`src/rtl/i2s_playback.sv`:
```
// rtl/i2s_playback.sv - byte stream to I2S master playback path
// Reassembles 3-byte LSB-first samples, drops sync words, buffers them and plays each mono sample on both I2S slots.
module i2s_playback #(
  parameter int                    DATA_SIZE           = 24,
  parameter int                    CLK_FREQ            = 100_000_000,
  parameter int                    I2S_CLK_FREQ        = 1_500_000,
  parameter int                    SAMPLE_FIFO_DEPTH   = 16,
  parameter logic [DATA_SIZE-1:0]  SYNC_WORD           = 24'hAAFF00,
  parameter int                    SIZE_UNDERRUN_COUNT = 8
) (
  input  logic                                 clk,
  input  logic                                 rst_n,
  input  logic [7:0]                           byte_in,
  input  logic                                 byte_valid,
  output logic                                 byte_ready,
  output logic                                 i2s_clk,
  output logic                                 i2s_ws,
  output logic                                 i2s_sd,
  output logic [$clog2(SAMPLE_FIFO_DEPTH):0]   fifo_level,
  output logic [7:0]                           sync_count,
  output logic [SIZE_UNDERRUN_COUNT-1:0]       underrun_count
);

  localparam int HALF  = CLK_FREQ / (2 * I2S_CLK_FREQ);
  localparam int DIV_W = (HALF > 1) ? $clog2(HALF) : 1;
  localparam int AW    = $clog2(SAMPLE_FIFO_DEPTH);

  typedef enum logic [1:0] {B0, B1, B2} asm_state_t;

  asm_state_t                     state_q, state_d;
  logic [15:0]                    lo_q, lo_d;
  logic [7:0]                     sync_q, sync_d;
  logic [AW:0]                    wptr_q, wptr_d, rptr_q, rptr_d;
  logic [DATA_SIZE-1:0]           mem_q [SAMPLE_FIFO_DEPTH];
  logic [DIV_W-1:0]               div_q, div_d;
  logic                           clk_q, clk_d, ws_q, ws_d, sd_q, sd_d;
  logic [5:0]                     bit_q, bit_d;
  logic [DATA_SIZE-1:0]           play_q, play_d;
  logic [SIZE_UNDERRUN_COUNT-1:0] under_q, under_d;

  logic                 fifo_full, fifo_empty, fire, push, pop;
  logic [DATA_SIZE-1:0] word;
  logic [4:0]           slot_p, bit_idx;

  // The extra pointer MSB tells a full FIFO apart from an empty one.
  assign fifo_full  = (wptr_q ^ rptr_q) == {1'b1, {AW{1'b0}}};
  assign fifo_empty = (wptr_q == rptr_q);
  assign byte_ready = !fifo_full;
  assign fire       = byte_valid && byte_ready;
  assign word       = {byte_in, lo_q};
  assign push       = fire && (state_q == B2) && (word != SYNC_WORD);

  always_comb begin
    state_d = state_q;
    lo_d    = lo_q;
    sync_d  = sync_q;
    div_d   = div_q + DIV_W'(1);
    clk_d   = clk_q;
    bit_d   = bit_q;
    ws_d    = ws_q;
    sd_d    = sd_q;
    play_d  = play_q;
    under_d = under_q;
    pop     = 1'b0;
    slot_p  = 5'd0;
    bit_idx = 5'd0;

    if (fire) begin
      case (state_q)
        B0: begin
          lo_d[7:0] = byte_in;
          state_d   = B1;
        end
        B1: begin
          lo_d[15:8] = byte_in;
          state_d    = B2;
        end
        default: begin
          if (word == SYNC_WORD) sync_d = sync_q + 8'd1;
          state_d = B0;
        end
      endcase
    end

    if (div_q == DIV_W'(HALF - 1)) begin
      div_d = '0;
      clk_d = !clk_q;
      // Falling edge of the bit clock: advance the frame and drive ws/sd in the same cycle.
      if (clk_q) begin
        bit_d = bit_q + 6'd1;
        if (bit_d == 6'd0) begin
          if (!fifo_empty) begin
            pop    = 1'b1;
            play_d = mem_q[rptr_q[AW-1:0]];
          end else begin
            play_d = '0;
            if (under_q != '1) under_d = under_q + SIZE_UNDERRUN_COUNT'(1);
          end
        end
        ws_d   = bit_d[5];
        slot_p = bit_d[4:0];
        sd_d   = 1'b0;
        // Slot bit 0 is the Philips one-bit delay; sample occupies positions 1..24 MSB first.
        if (slot_p >= 5'd1 && slot_p <= 5'd24) begin
          bit_idx = 5'd24 - slot_p;
          sd_d    = play_d[bit_idx];
        end
      end
    end

    wptr_d = wptr_q + {{AW{1'b0}}, push};
    rptr_d = rptr_q + {{AW{1'b0}}, pop};
  end

  always_ff @(posedge clk or negedge rst_n) begin
    if (!rst_n) begin
      state_q <= B0;
      lo_q    <= '0;
      sync_q  <= '0;
      wptr_q  <= '0;
      rptr_q  <= '0;
      div_q   <= '0;
      clk_q   <= 1'b0;
      bit_q   <= 6'd63;
      ws_q    <= 1'b0;
      sd_q    <= 1'b0;
      play_q  <= '0;
      under_q <= '0;
    end else begin
      state_q <= state_d;
      lo_q    <= lo_d;
      sync_q  <= sync_d;
      wptr_q  <= wptr_d;
      rptr_q  <= rptr_d;
      div_q   <= div_d;
      clk_q   <= clk_d;
      bit_q   <= bit_d;
      ws_q    <= ws_d;
      sd_q    <= sd_d;
      play_q  <= play_d;
      under_q <= under_d;
    end
  end

  always_ff @(posedge clk or negedge rst_n) begin
    if (!rst_n) begin
      for (int i = 0; i < SAMPLE_FIFO_DEPTH; i++) mem_q[i] <= '0;
    end else if (push) begin
      mem_q[wptr_q[AW-1:0]] <= word;
    end
  end

  assign i2s_clk        = clk_q;
  assign i2s_ws         = ws_q;
  assign i2s_sd         = sd_q;
  assign fifo_level     = wptr_q - rptr_q;
  assign sync_count     = sync_q;
  assign underrun_count = under_q;

endmodule

```
`config.mk`:
```
export PLATFORM = sky130hd
export DESIGN_NAME = i2s_playback
export DESIGN_NICKNAME = d
export VERILOG_FILES = /design/src/rtl/i2s_playback.sv
export SDC_FILE = /design/constraint.sdc
export NUM_CORES = 1
export LEC_CHECK = 0
export ABC_AREA = 1
export CAP_MARGIN = 0
export CORE_ASPECT_RATIO = 1.2
export CORE_MARGIN = 5
export CORE_UTILIZATION = 30
export DETAILED_ROUTE_END_ITERATION = 10
export GPL_ROUTABILITY_DRIVEN = 0
export SLEW_MARGIN = 15
export SYNTH_ARGS = -nofsm -noshare
export SYNTH_HDL_FRONTEND = slang
export SYNTH_SLANG_ARGS = --single-unit
export TNS_END_PERCENT = 30
```
`constraint.sdc`:
```
create_clock -name clk -period 4.4 [get_ports clk]
set_input_delay 0.88 -clock clk [delete_from_list [all_inputs] [get_ports clk]]
set_output_delay 0.88 -clock clk [all_outputs]
set_load 0.005 [all_outputs]
```
==> flow_summary_export.csv <==
group,metric,value,unit
sta,min_period,3.76,ns
logic_synthesis,yosys.area_share.xor_xnor,1.15,%
logic_synthesis,synth_edf_count,0,
pwr,switching_share,30.4,%
logic_synthesis,synth-main-ff-cell,"dfrtp_1",
logic_synthesis,syn_inst,2704,
floorplan,io_pins,36,
floorplan,die_height,306,um
routing,drt-initial-drc-count,1605,
setup_path,worstPathArrival,2.88,ns
routing,drt-pass1-iter-count,5,
routing,antenna_left,0,
sta,finalHoldViolations,0,
clock_tree,cts_buffer_depth,3,
placed_design,dp.final_hpwl,36800,um
pwr,p_sw,3.76,mW
routing,drcViolationCount,0,
layout,final_common_cell,"nand2_1",
sta,timing.hold.ws,0.221,ns
clock_tree,clockRootBuffer,"clkbuf_16",
run,maxCapViolCount,0,
pwr,p_total,12.4,mW
pwr,p_leak,11.4,nW
layout,area_growth_syn_to_layout,12.9,%
routing,routed_via_density,4.88,
grt,grt_remaining_overflow,0,
clock_tree,cts_buffers,52,
logic_synthesis,synth_top_family_by_area,"simple AND/OR/NAND/NOR gates",
clock_tree,cts-htree-levels,2,
logic_synthesis,netlist_area,21900,um2
placed_design,placed_cells,3523,
grt,grt_use_total,15.5,%
layout,nets,2669,
sta,finalSetupViolations,0,
logic_synthesis,synth_compound_area_share,15.6,%
grt,grt_start_max_net_pins,129,
setup_path,cp_slowest_cell,"dfrtp_4",
floorplan,fp-row-count,108,
grt,grt_first_pass_wirelength,99300,um
setup_path,worstSetupPathType,"reg2out",
logic_synthesis,synth-simple-area-share,22.0,%
sta,slew-limit-headroom,35.5,%
routing,wl,61900,um
logic_synthesis,yosysTopAreaCellShare,52.7,%
setup_path,cp_cell_sequence,"ha_1 > fa_1 > o21ai_0 > xnor2_1 > clkdlybuf4s50_1",
logic_synthesis,avgSynthCellArea,8.10,um2
pwr,ir_worst_vdd,0.279,mV
logic_synthesis,synth_seq_cells,467,
setup_path,critPathMaxStageDelay,0.63,ns
clock_tree,post_cts_buffers,0,
setup_path,crit_path_start_kind,"register",
layout,fillers,7628,
layout,final_cells,3617,
logic_synthesis,synth.area.mux_share,0.103,%
logic_synthesis,synthAdderAreaFrac,0.949,%
logic_synthesis,yosysUniqueCellTypes,38,
floorplan,core_area,72400,um2
sta,fmax,0.266,GHz
grt,antenna_found_initial,0,
sta,worstMarginPinSlew,0.966,ns
placed_design,dpl_worst_slack,0.807,ns
pwr,p_comb_share,17.4,%
sta,rsz0062_at_grt,"no",
setup_path,cp_top_family,"adder cells",
setup_path,crit_buf_inv,1,
clock_tree,cts_sinks,467,
run_status,outcome,"complete, no violations",
routing,vias,17658,
sta,slew_viol_final,0,
setup_path,crit_path_end_kind,"primary output",
placed_design,io_buffers,35,
setup_path,crit_required,3.52,ns
sta,worst_slack,0.642,ns
clock_tree,tritoncts,"yes",
layout,final_cell_mix,"nand2_1 (746), o21ai_0 (585), dfrtp_1 (459)",
logic_synthesis,ys_warn_count,0,
pwr,power_frac_clock,36.7,%
sta,skew,0.0384,ns
placed_design,placed_cell_area,22900,um2
floorplan,die_w,257,um
sta,tns,0,ns
floorplan,dieArea,78500,um2
logic_synthesis,syn_nets,2731,
routing,avgRoutedWirePerCell,17.1,um
pwr,p_int,8.62,mW
logic_synthesis,yosys-top-cells-area,"dfrtp_1 (53%), o21ai_0 (13%), nand2_1 (13%)",
pwr,pwr-share-seq,45.8,%
clock_tree,holdBufCountCts,0,
logic_synthesis,seq_area_frac_synth,53.4,%
layout,drive_gt1_share,6.34,%
layout,fin_util,34.1,%
floorplan,start_util,30.2,%
hold_path,hold_class,"in2async",
grt,grt_pass1_vias,17213,
logic_synthesis,synth_area_leader_cell,"dfrtp_1",
layout,design_area,24700,um2
clock_tree,worstSkewPairLatency,0.62,ns
clock_tree,postCtsResizedCells,0,
clock_tree,clkSlewWorstSetupHoldPaths,0.06,ns
setup_path,crit_path_max_fanout,22,
pwr,powerDensity,501,nW/um2
layout,antenna_cells,0,
sta,finalCritPeriodShare,85.4,%
logic_synthesis,async_reset_ff_share,100,%
[metal layers]
layer / share of wire [%] / track usage, %
met1: 47 / 21.7
met4: 1.7 / 3.40
met2: 46 / 25.4
met5: 0 / 0
met3: 5.5 / 2.86
[cells in the mapped netlist, types with 3 or more instances]
cell type / n
o211ai_1: 16
nor2_1: 342
buf_6: 25
nand3_1: 75
o22ai_1: 10
inv_1: 110
nor4_1: 3
clkbuf_1: 87
buf_1: 6
ha_1: 15
dfstp_2: 6
o21ai_1: 30
nand4_1: 12
nor2_2: 4
buf_2: 56
a21oi_1: 25
o21ai_0: 585
nand2_2: 5
buf_4: 18
nor3_1: 7
dfrtp_1: 461
nand2_1: 752
xor2_1: 21
inv_2: 7
xnor2_1: 6
[sequential cells by signal, summed over array words and instances (netlist names)]
name            flops
bit_q               6
state_q             2
i2s_sd              1
wptr_q              5
rptr_q              5
play_q             24
mem_q             384
div_q               6
lo_q               16
i2s_clk             1
i2s_ws              1
underrun_count      8
sync_count          8
[power by group through the flow]
stage               Sequential [mW]  Clock [mW]  Combinational, mW
floorplan                      5.61           0               1.48
global placement               5.73           0               2.13
detailed placement             5.74           0               2.17
CTS                            5.67        4.66               2.18
global route                   5.79        4.82               2.53
finish                         5.68        4.55               2.16
[logic make-up after synthesis]
group,Yosys count
multiplexers,2
AND/OR/NAND/NOR,1212
AO/OA/AOI/OAI,670
buffers and inverters,309
flip-flops,467
XOR/XNOR,28
adder cells (fa/ha/maj),16
[worst paths after layout]
| check | startpoint | end | slack, ns | depth (start not counted) |
|---|---|---|---|---|
| worst min register to register | sync_count[7]$_DFFE_PN0P_ | sync_count[7]$_DFFE_PN0P_ | 0.47 | 1 |
| worst min-delay path | rst_n | underrun_count[5]$_DFFE_PN0P_ | 0.22 | 1 |
| worst max register to register | rptr_q[0]$_DFF_PN0_ | mem_q[320]$_DFFE_PN0P_ | 1.05 | 14 |
| worst max-delay path | rptr_q[0]$_DFF_PN0_ | fifo_level[4] | 0.64 | 5 |
| min in group clk | sync_count[7]$_DFFE_PN0P_ | sync_count[7]$_DFFE_PN0P_ | 0.47 | 1 |
| max in group asynchronous | rst_n | mem_q[165]$_DFFE_PN0P_ | 2.99 | 2 |
[final cells by class]
class                           instances  area (um2)  share of cell area [%]
Clock buffer                           81        1550                    6.27
Clock inverter                         13         236                   0.956
Inverter                              117         442                    1.79
Multi-Input combinational cell       1928        8750                    35.4
Sequential cell                       467       11700                    47.3
Tap cell                              935        1170                    4.73
Timing Repair Buffer                   76         876                    3.54
No activity file was read; power rests on OpenSTA's default activity.
==> patch 1: new RTL, config.mk and constraints unchanged <==
One comparison of `div_q` changes from == to >=.
--- a/src/rtl/i2s_playback.sv
+++ b/src/rtl/i2s_playback.sv
@@ -83,5 +83,5 @@
     end
 
-    if (div_q == DIV_W'(HALF - 1)) begin
+    if (div_q >= DIV_W'(HALF - 1)) begin
       div_d = '0;
       clk_d = !clk_q;
Check against the original RTL: no difference found for any inputs over 4 cycles, from zero or initial values and one cycle with rst_n low; that may be too few to reach the edited logic, so the function may still have changed.
==> patch 1 against the original RTL <==
Wire length up 1.5%; hold slack better by 0.11 ns; core utilization up 0.16 points; die area down 0.56%; total power down 1.9%; sequential cell count unchanged; final area up 0.10%; synthesized area down 0.58%; setup slack better by 0.051 ns.
==> patch 1: results (changes against the original RTL) <==
Global route
  – Total GRT Usage: 15.8% (+0.27 points)
  – Grt met2 use: 26.3% (+0.90 points)
  – First-pass GRT wire length: 99.6 mm (+0.27%)
  – GRT met1 Usage: 21.2% (-0.54 points)
  – Pin count of the biggest net entering global routing: 143 (+11%)
  – M3 GR Usage: 2.77% (-0.082 points)
  – Initial antenna violation count: 4 (+4)
  – Vias in the first global route: 16943 (-1.6%)

Run status
  – Status: finished clean

Detailed routing
  – Post-Route M1 WL: 28.2 mm (-2.9%)
  – WL met3: 3.49 mm (+1.9%)
  – Initial DRC Count: 1473 (-8.2%)
  – Via density per instance: 4.90 (+0.27%)
  – Avg WL per Cell: 17.2 um (+0.61%)
  – WL met2: 29.2 mm (+2.7%)
  – Max layer used: met5

Timing
  – Post-Route Skew: 0.0227 ns (-0.0157 ns)
  – Pin slew with the least headroom to its limit: 0.994 ns (+0.0281 ns)
  – Peak Freq: 270 MHz (+1.4%)

Setup path
  – Worst R2R Setup Slack: 1.03 ns (-0.02 ns)
  – Crit. Startpoint: rptr_q[1]
  – WP data arrival: 2.83 ns (-0.05 ns)
  – Crit path max fanout: 44 (+100%)
  – Origin of the critical flop-to-flop path: rptr_q[2]

Yosys
  – Post-Synth Adder-Cell Area: 0.954% (+0.0055 points)
  – Most area-consuming cells after synthesis: dfrtp_1, o21ai_0, nand2_1
  – XOR/XNOR Fraction of Synth Area: 1.13% (-0.028 points)
  – Distinct cell type count after synthesis: 36 (-5.3%)
  – Most frequent cells after synthesis: nand2_1, o21ai_0, dfrtp_1, nor2_1, clkbuf_1
  – Seq/Total Area, Yosys: 53.7% (+0.31 points)
  – Synth Area in Compound Gates: 15.6% (-0.019 points)
  – Mux cell area share after synthesis: 0.0517% (-0.051 points)
  – Post-Syn Nets: 2761 (+1.1%)

CTS
  – Clock Latency Late Sink: 0.60 ns (-0.02 ns)
  – CTS Root Cell: clkbuf_16
  – Clk buf depth: 3 (unchanged)
  – Cts bufs inserted: 50 (-3.8%)

Finish
  – NumNets Final: 2700 (+1.2%)
  – Layout cells sized above 1: 6.41% (+0.075 points)
  – Layout fillers: 7588 (-0.52%)

Place
  – Dpl ws: 0.822 ns (+0.0149 ns)
  – HPWL after DPL: 36.0 mm (-2.3%)

Power
  – Int Pwr: 8.45 mW (-2.0%)
  – Peak VDD IR: 0.317 mV (+14%)
  – P_leak: 11.4 nW (+0.25%)
patch 1: kinds of logic (layout without fill, tap and decap cells):
family                   after synthesis  count (layout)
multiplexers                           1               1
flip-flops                           467             467
XOR/XNOR                              28              28
other                                  0               2
AO/OA/AOI/OAI                        671             671
buffers and inverters                305             284
AND/OR/NAND/NOR                     1246            1246
adder cells (fa/ha/maj)               16              16
patch 1: through the flow:
stage                     total power, mW  area, sq um  instances
after floorplan                      7.06        21800       2734
after global placement               7.81        23100       3556
after detailed placement             7.87        23100       3556
after CTS                            12.3        24700       3648
after global routing                 12.9        24700       3648
final                                12.2        24800       3650
patch 1: layout make-up:
| type | instances | area (sq um) | area share, % |
|---|---|---|---|
| timing repair buffer | 82 | 971 | 3.92 |
| clock buffer | 70 | 1420 | 5.73 |
| inverter | 110 | 418 | 1.69 |
| sequential | 467 | 11700 | 47.3 |
| clock inverter | 22 | 260 | 1.05 |
| tap | 935 | 1170 | 4.73 |
| multi-input combinational | 1962 | 8810 | 35.6 |
| antenna | 2 | 5.00 | 0.0202 |
patch 1: path summary, 6_finish.rpt:
check                               endpoint  cells past startpoint
max                            fifo_level[4]                      5
min in group clk               sync_count[7]                      1
min reg2reg                    sync_count[7]                      1
max reg2reg                       mem_q[226]                     13
max in group asynchronous         mem_q[246]                      2
min                        underrun_count[2]                      1
patch 1: power groups by stage:
stage	Sequential (mW)	Clock [mW]	Combinational (mW)
2_1_floorplan	5.60	0	1.46
3_3_place_gp	5.72	0	2.10
3_5_place_dp	5.73	0	2.14
4_1_cts	5.66	4.45	2.15
5_1_grt	5.78	4.61	2.47
6_report	5.67	4.36	2.12
patch 1: critical path: stages, from the launching register on:
cell and delay (ns):
dfrtp_4 0.47, buf_4 0.33, fa_1 0.50, o21ai_0 0.22, xnor2_1 0.14, clkdlybuf4s50_1 0.55
==> patch 2: new RTL, same settings <==
Made on the original files. Change the parameter `SIZE_UNDERRUN_COUNT` from 8 to 32.
--- a/src/rtl/i2s_playback.sv
+++ b/src/rtl/i2s_playback.sv
@@ -7,5 +7,5 @@
   parameter int                    SAMPLE_FIFO_DEPTH   = 16,
   parameter logic [DATA_SIZE-1:0]  SYNC_WORD           = 24'hAAFF00,
-  parameter int                    SIZE_UNDERRUN_COUNT = 8
+  parameter int                    SIZE_UNDERRUN_COUNT = 32
 ) (
   input  logic                                 clk,
Interface: changed (resized underrun_count); port bits go from 36 to 60. No check against the original RTL was run, so the function may have changed too.
==> patch 2 against the original RTL <==
Sequential power grew 2%; register-to-register slack gained 0.09 ns; largest power group unchanged; core utilization grew 0.57 points; synthesized area grew 6.0%; setup slack gained 0.10 ns; maximum frequency grew 2.8%; sequential cell count grew 24; wire length grew 9.4%; final area grew 7.4%; total power shrank 1.1%.
==> patch 2: results (changes against the original RTL) <==
Finish
  – Buffers outside the clock class: 112 (+47%)
  – Antenna Cells: 2 (+2)
  – #MultiIn Comb: 2071 (+7.4%)
  – Layout fillers: 7948 (+4.2%)
  – Area of the multi-input gates: 9510 sq um (+8.7%)
  – Inverters: 133 (+14%)
  – FF/Latch Area: 12300 sq um (+5.1%)
  – CLK BUF: 80 (-1.2%)
  – Layout cells sized above 1: 6.78% (+0.44 points)
  – Buffer share of cell area: 4.68% (+1.1 points)
  – NumNets Final: 2889 (+8.2%)

Global route
  – M3 GR Usage: 2.19% (-0.66 points)
  – Pin count of the biggest net entering global routing: 214 (+66%)
  – Initial antenna violation count: 3 (+3)
  – Total GRT Usage: 16.1% (+0.56 points)
  – GRT met1 Usage: 21.7% (+0.043 points)
  – First-pass GRT wire length: 108 mm (+8.7%)
  – Grt met2 use: 27.4% (+2.1 points)

Setup path
  – Origin of the critical flop-to-flop path: bit_q[0]
  – Reg-to-Reg End: underrun_count[20]
  – Crit. Startpoint: wptr_q[0]
  – Reg2Reg Depth: 12 (-2)
  – Worst R2R Setup Slack: 1.14 ns (+0.09 ns)
  – WP data arrival: 2.77 ns (-0.11 ns)

Timing
  – Post-Route Skew: 0.0215 ns (-0.0168 ns)
  – Relative slew margins: 24.2% (-11 points)
  – Fin Hold WS: 0.335 ns (+0.114 ns)
  – Final Worst Setup Slack: 0.746 ns (+0.104 ns)

Place
  – Post-DP Area: 24800 sq um (+8.2%)
  – Dpl ws: 0.939 ns (+0.132 ns)
  – HPWL after DPL: 40.2 mm (+9.2%)

Power
  – Peak VDD IR: 0.479 mV (+72%)
  – Int Pwr: 8.53 mW (-1.0%)
  – Switching part of the total: 30.4% (about the same)
  – P_leak: 11.8 nW (+3.3%)
  – Combinational share of power: 16.3% (-1.1 points)
  – Clk pwr share: 36.2% (-0.5 points)

CTS
  – Setup repair bufs after CTS: 0 (unchanged)
  – CTS H-tree lvls: 2 (unchanged)
  – Cts bufs inserted: 53 (+1.9%)
  – Clock transition at path regs: 0.08 ns (+0.02 ns)

Run status
  – Status: finished clean

Yosys
  – Seq/Total Area, Yosys: 53.0% (-0.43 points)
  – Number of synthesized register bits: 491 (+5.1%)
  – Most frequent cells after synthesis: nand2_1, dfrtp_1, o21ai_0, nor2_1, nand3_1

Detailed routing
  – DRT Wirelength: 67.8 mm (+9.4%)
  – Via density per instance: 4.86 (-0.51%)

Die
  – Die area: 83000 sq um (+5.8%)
## patch 2: per-stage QoR
step / util, % / cells
2_1_floorplan: - / 2887
3_3_place_gp: 32.4 / 3824
3_5_place_dp: 32.4 / 3824
4_1_cts: 34.7 / 3923
5_1_grt: 34.7 / 3923
6_report: 34.7 / 3925
## patch 2: logic make-up (layout without fill, tap and decap cells)
group	count (synthesis)	after routing	synth area share [%]
other cells	0	2	0
simple gates	1417	1417	25.0
xor+xnor	51	51	1.96
fa+ha+maj	16	16	0.895
compound gates	586	586	12.9
flops	491	491	53.0
buf+inv	325	344	6.24
mux	1	1	0.0485
## patch 2: metal layers
layer	routed length, um	share of wire (%)	up-vias
li1	-	-	9271
met1	30500	45	9198
met2	32300	48	486
met3	3290	4.9	109
met4	1630	2.4	0
met5	0	0	-
## patch 2: critical path: stages, from the launching register on
cell             delay [ns]
dfrtp_1                0.43
inv_1                  0.17
ha_1                   0.26
fa_1                   0.40
o21ai_0                0.25
xnor2_1                0.15
clkdlybuf4s50_1        0.51
